### config.mk
export PLATFORM = sky130hd
export DESIGN_NAME = regfile_write_tracer
export DESIGN_NICKNAME = d
export VERILOG_FILES = /design/src/rtl/regfile_write_tracer.sv
export SDC_FILE = /design/constraint.sdc
export NUM_CORES = 1
export LEC_CHECK = 0
export CORE_ASPECT_RATIO = 0.9
export CORE_MARGIN = 8
export CORE_UTILIZATION = 35
export DETAILED_ROUTE_END_ITERATION = 7
export GPL_ROUTABILITY_DRIVEN = 0
export PLACE_DENSITY = 0.56
export SETUP_SLACK_MARGIN = 0.3
export SYNTH_ARGS = -nofsm -noshare
export SYNTH_HDL_FRONTEND = slang
export SYNTH_SLANG_ARGS = --single-unit
### constraint.sdc
create_clock -name clock -period 8.44 [get_ports clock]
set_input_delay 1.688 -clock clock [delete_from_list [all_inputs] [get_ports clock]]
set_output_delay 1.688 -clock clock [all_outputs]
set_load 0.05 [all_outputs]
### src/rtl/regfile_write_tracer.sv
// rtl/regfile_write_tracer.sv - timestamped trace FIFO for regfile writes; optional TRACE_FILTER_R0_EN
module regfile_write_tracer #(
    parameter int DEPTH   = 16,
    parameter int CYCLE_W = 16
) (
    input  logic                     clock,
    input  logic                     reset,
    input  logic                     ctrl_writeEnable,
    input  logic [4:0]               ctrl_writeReg,
    input  logic [31:0]              data_writeReg,
    input  logic                     trace_enable,
    input  logic                     rd_ready,
    output logic                     rd_valid,
    output logic [CYCLE_W-1:0]       rd_cycle,
    output logic [4:0]               rd_reg,
    output logic [31:0]              rd_data,
    output logic [$clog2(DEPTH):0]   count,
    output logic                     overflow,
    output logic [15:0]              dropped
);

    localparam int AW = $clog2(DEPTH);
    localparam int CW = AW + 1;

    logic [CYCLE_W-1:0] cyc_q, cyc_d;
    logic [AW-1:0]      wr_ptr_q, wr_ptr_d;
    logic [AW-1:0]      rd_ptr_q, rd_ptr_d;
    logic [CW-1:0]      count_q, count_d;
    logic               overflow_q, overflow_d;
    logic [15:0]        dropped_q, dropped_d;

    logic [CYCLE_W-1:0] cyc_mem  [DEPTH];
    logic [4:0]         reg_mem  [DEPTH];
    logic [31:0]        data_mem [DEPTH];

    logic qual;
    logic full;
    logic pop;
    logic push_ok;
    logic drop;

`ifdef TRACE_FILTER_R0_EN
    assign qual = trace_enable && ctrl_writeEnable && (ctrl_writeReg != 5'd0);
`else
    assign qual = trace_enable && ctrl_writeEnable;
`endif

    assign full    = (count_q == CW'(DEPTH));
    assign rd_valid = (count_q != '0);
    assign pop     = rd_valid && rd_ready;
    // a pop on the same edge frees the head slot, so a full FIFO can still accept
    assign push_ok = qual && (!full || pop);
    assign drop    = qual && full && !pop;

    // next-state for counter, pointers, occupancy and drop bookkeeping
    always_comb begin
        cyc_d      = cyc_q;
        wr_ptr_d   = wr_ptr_q;
        rd_ptr_d   = rd_ptr_q;
        count_d    = count_q + CW'(push_ok) - CW'(pop);
        overflow_d = overflow_q;
        dropped_d  = dropped_q;
        if (trace_enable) begin
            cyc_d = cyc_q + CYCLE_W'(1);
        end
        if (push_ok) begin
            wr_ptr_d = wr_ptr_q + AW'(1);
        end
        if (pop) begin
            rd_ptr_d = rd_ptr_q + AW'(1);
        end
        if (drop) begin
            overflow_d = 1'b1;
            if (dropped_q != 16'hFFFF) begin
                dropped_d = dropped_q + 16'd1;
            end
        end
    end

    // control state register, cleared asynchronously
    always_ff @(posedge clock or posedge reset) begin
        if (reset) begin
            cyc_q      <= '0;
            wr_ptr_q   <= '0;
            rd_ptr_q   <= '0;
            count_q    <= '0;
            overflow_q <= 1'b0;
            dropped_q  <= '0;
        end else begin
            cyc_q      <= cyc_d;
            wr_ptr_q   <= wr_ptr_d;
            rd_ptr_q   <= rd_ptr_d;
            count_q    <= count_d;
            overflow_q <= overflow_d;
            dropped_q  <= dropped_d;
        end
    end

    // entry storage; stamped with the pre-increment cycle value, no reset needed
    always_ff @(posedge clock) begin
        if (push_ok && !reset) begin
            cyc_mem[wr_ptr_q]  <= cyc_q;
            reg_mem[wr_ptr_q]  <= ctrl_writeReg;
            data_mem[wr_ptr_q] <= data_writeReg;
        end
    end

    // head entry is masked to zero when empty so uncleared storage never leaks out
    assign rd_cycle = rd_valid ? cyc_mem[rd_ptr_q]  : '0;
    assign rd_reg   = rd_valid ? reg_mem[rd_ptr_q]  : '0;
    assign rd_data  = rd_valid ? data_mem[rd_ptr_q] : '0;

    assign count    = count_q;
    assign overflow = overflow_q;
    assign dropped  = dropped_q;

endmodule

Yosys cells after proc, flatten, opt, wreduce, memory -nomap -nowiden:

Memory sizes are Yosys's and may differ from the RTL's.
Index checks and enable logic that the tools add are counted.

* add/sub/neg operators: 6
* eq/ne operators: 2
* multiplexer cells: 5
* reduce and logical (&&, ||, !) cells: 12

Operator list (count)
* adder 16 x 1 -> 16 bit (second input constant): 2
* 2-to-1 mux 32 bit: 1
* 2-to-1 mux 16 bit: 1
* inequality test 16 bit (second input constant): 1
* adder 4 x 1 -> 4 bit (second input constant): 2
* logical AND 1 bit: 6
* adder 5 x 1 -> 5 bit: 1
* == test 5 bit (second input constant): 1
* 2-to-1 mux 5 bit: 1
* nonzero test 5 bit: 1
* subtractor 5 x 1 -> 5 bit: 1
* zero test 1 bit: 3
* 2-to-1 mux 1 bit: 2
* AND reduction 2 bit: 1
* logical OR 1 bit: 1

* flip-flop bits (word level): 46
* RAM bits: 848
* input bits: 42
* output and inout bits: 76
* word-level logic and storage cells: 34
* memories: 3

Memories
* data_mem: words 16, bits a word 32, rd ports 1, clocked after memory_dff 0, write ports 1, line 34 `logic [31:0] data_mem [DEPTH];`
* cyc_mem: words 16, bits a word 16, rd ports 1, clocked after memory_dff 0, write ports 1, line 32 `logic [CYCLE_W-1:0] cyc_mem [DEPTH];`
* reg_mem: words 16, bits a word 5, rd ports 1, clocked after memory_dff 0, write ports 1, line 33 `logic [4:0] reg_mem [DEPTH];`

Longest topological paths before layout:

* word-level depth: 7
* depth in mapped cells: 14
* gate-level depth less buffers: 14

Worst setup path after synthesis:

No wires, ideal clock.

* path kind: input port to flip-flop
* start point: in trace_enable
* end point: mem cyc_mem[2][0] (enable)
* library setup time: 529 ps
* arrival time: 6095 ps
* path slack: 1816 ps
* stages on the path: 5
* cells stage by stage: buf_2 > nand2_1 > a211oi_1 > nand2_1 > nor3_1

* longest elaborated chain between the ends: 5

RTL lines
* from (decl): line 11 `input logic trace_enable,`
* logical AND 1 bit: line 45 `assign qual = trace_enable && ctrl_writeEnable;`
* logical AND 1 bit: line 52 `assign push_ok = qual && (!full || pop);`
* logical AND 1 bit: line 101 `if (push_ok && !reset) begin`
* 2-to-1 mux 1 bit: line 101
* 2-to-1 mux 1 bit (not written as such): line 102 `cyc_mem[wr_ptr_q] <= cyc_q;`
* to (decl): line 32

No other way between the ends.

Final worst setup path:

* start point: reg rd_ptr_q[2]
* end point: out rd_cycle[15]

* longest elaborated chain between the ends: 2

RTL lines
* from (decl): line 27 `logic [AW-1:0] rd_ptr_q, rd_ptr_d;`
* from (signal assigned): line 92 `rd_ptr_q <= rd_ptr_d;`
* memory (16 x 16 bit)
* 2-to-1 mux 16 bit: line 109 `assign rd_cycle = rd_valid ? cyc_mem[rd_ptr_q] : '0;`
* to (decl): line 14 `output logic [CYCLE_W-1:0] rd_cycle,`

No other way between the ends.

==> impl_metrics.json <==
{
  "slowest_stage": "clkdlybuf4s50_1",
  "synth_top_area_share_pct": 73.9,
  "ys_top_cells_by_area": "edfxtp_1 (74%), mux4_2 (14%), dfrtp_1 (3.3%)",
  "hp-start": "overflow$_DFFE_PP0P_",
  "die_h_um": 314,
  "grt_overflow": 0,
  "fmax_ghz": 0.170,
  "cts_num_sinks": 894,
  "hold_class": "flip-flop to flip-flop",
  "hpwl_mm": 37.9,
  "yosys_warnings": 0,
  "clkLatencyLatePin_ns": 0.64,
  "port_buffers": 117,
  "met1_usage_pct": 18.9,
  "grt.met2_usage_pct": 22.5,
  "synth_cell_types": 36,
  "grt_pass1_vias": 16900,
  "cts_resized": 0,
  "hold-path-endpoint": "overflow$_DFFE_PP0P_",
  "path_max_fanout": 46,
  "via_count": 15700,
  "rr_startpoint": "count[2]$_DFF_PP0_",
  "ys_seq_elements": 894,
  "syn_to_final_growth_pct": 16.3,
  "synth_top_flop_cell": "edfxtp_1",
  "die_area_um2": 109000,
  "grt_pass1_wl_mm": 113,
  "use_met3_pct": 3.10,
  "fin_setup_tns_ns": 0,
  "setup_viol": 0,
  "drive_gt1_share_pct": 23.2,
  "clock_path_buffers": 3,
  "io_pins": 118,
  "crit_family": "buffers and inverters",
  "netlist_area_um2": 34500,
  "peakVddDrop_uv": 315,
  "required_ns": 6.75,
  "synthesis.nets": 1575,
  "synth_top_area_cell": "edfxtp_1",
  "critPathBufInv": 2,
  "nets": 1739,
  "cts_setup_buffers": 0,
  "track_usage_pct": 13.7,
  "initial_core_util_pct": 35.2,
  "period_minus_slack_ns": 5.89,
  "critPathArrivalTime_ns": 4.20,
  "path_depth": 5,
  "die_x_um": 347,
  "clk_pin_slew_worst_paths_ns": 0.06,
  "wl_mm": 75.5,
  "regToRegEndpoint": "data_mem[14][25]$_DFFE_PP_",
  "maxCapViolCount": 0,
  "relSlewSlack_pct": 21.5,
  "final.setup_skew_ns": 0.0346,
  "design.core.area_um2": 97900,
  "clockRootBuffer": "clkbuf_16",
  "wire_per_inst_um": 24.8,
  "synthArstFlopShare_pct": 5.15,
  "placed_cell_area_um2": 37100,
  "hold_viol_final": 0,
  "crit_path_max_incr_delay_ns": 0.95,
  "viasPerCell": 5.15,
  "slew_violations": 0,
  "htree_levels": 3,
  "holdPathStages": 1,
  "critPathKind": "flip-flop to output port",
  "drc": 0,
  "final_area_um2": 40100,
  "rows": 109,
  "cts_tree": "yes",
  "final_antenna_net_count": 0,
  "fin_crit_sh_pct": 69.8,
  "rsz0062_at_grt": "no",
  "syn_area_per_cell_um2": 22.7,
  "seq_area_frac_synth_pct": 77.2,
  "rr_worst_depth": 7,
  "p_leak_nw": 12.7,
  "grt_max_degree": 89,
  "worstPathCellList": "buf_4 > mux4_2 > mux2i_1 > o22ai_1 > clkdlybuf4s50_1",
  "first_pass_iters": 5,
  "cp-end-kind": "output port",
  "syn_inst": 1519,
  "reg2reg_slack_ns": 4.77,
  "power_density_nw_per_um2": 340,
  "cts_hold_buf": 0,
  "busiest_layer": "met2",
  "tightest_slew_ns": 1.18,
  "antenna_found_initial": 3,
  "numCtsBuffers": 92,
  "drtIter0Drc": 1238,
  "startpoint_type": "flip-flop",
  "synth_edf_count": 848,
  "status": "finished, final reports clean"
}
synth_stat cells (all sizes together), types with 3 or more instances:
library cell,n
a21oi,3
and2,5
and3,5
and4,5
buf,64
clkbuf,13
dfrtp,46
edfxtp,848
ha,13
inv,13
mux2,3
mux2i,106
mux4,212
nand2,20
nand2b,4
nand3,9
nand4,14
nor2,20
nor3,9
nor3b,3
nor4,4
o22ai,53
xnor2,22
xor2,18
cells by family (layout without fill, tap and decap cells):
| kind of cell | count (synthesis) | in the layout | synth area share [%] |
|---|---|---|---|
| xor+xnor | 40 | 40 | 1.02 |
| buf+inv | 90 | 332 | 1.55 |
| flops | 894 | 894 | 77.2 |
| mux | 321 | 321 | 17.0 |
| compound gates | 60 | 60 | 1.09 |
| simple gates | 100 | 100 | 1.55 |
| other cells | 0 | 2 | 0 |
| fa+ha+maj | 14 | 14 | 0.530 |
registers in the layout, indices dropped and copies added (netlist names):
name      count
data_mem    512
cyc_mem     256
reg_mem      80
cyc_q        16
dropped      16
count         5
rd_ptr_q      4
wr_ptr_q      4
overflow      1
power breakdown:
group	total [W]	internal (W)	switching (W)
sequential	0.00539	0.00509	0.000305
clock	0.00393	0.00225	0.00169
combinational	0.00429	0.00175	0.00254
final cells by class:
cell class | count | area (um2)
clock buffer | 114 | 2440
sequential | 894 | 26600
multi-input combinational | 535 | 7440
antenna | 2 | 5.00
tap | 1276 | 1600
clock inverter | 58 | 510
timing repair buffer | 147 | 1420
inverter | 13 | 48.8
fill | 8543 | 57800
metrics by stage:
step	power, W	setup WS, ns	hold slack [ns]	util [%]	cells
after floorplan	0.00854	1.82	0.543	-	1519
after global placement	0.00986	2.97	0.457	37.9	2865
after detailed placement	0.00988	2.96	0.462	37.9	2865
after CTS	0.0138	2.45	0.480	40.9	3037
after global routing	0.0142	2.23	0.514	40.9	3037
final	0.0136	2.55	0.477	40.9	3039
how the worst max path moves through the flow:
stage / to / slack [ns] / start
finish: rd_cycle[15] / 2.55 / rd_ptr_q[2]$_DFFE_PP0P_
global route: rd_cycle[15] / 2.23 / rd_ptr_q[2]$_DFFE_PP0P_
CTS: rd_cycle[15] / 2.45 / rd_ptr_q[2]$_DFFE_PP0P_
detailed placement: data_mem[14][18]$_DFFE_PP_ / 2.96 / trace_enable
global placement: data_mem[14][27]$_DFFE_PP_ / 2.97 / trace_enable
floorplan: cyc_mem[2][0]$_DFFE_PP_ / 1.82 / trace_enable
metal layers:
layer	vias to the layer above	wire length, um
met3	87	4130
met2	380	36300
met5	-	0
met1	8451	33800
li1	6734	-
met4	0	1280
cell usage in the layout (no fill, tap or decap), drive strengths merged, types with 22 or more instances in the layout:
cell type        n
mux4           212
clkinv          48
buf             30
edfxtp         848
dfrtp           46
xnor2           22
o22ai           53
clkbuf         114
clkdlybuf4s50  117
mux2i          106
No activity file was read; power rests on OpenSTA's default activity.
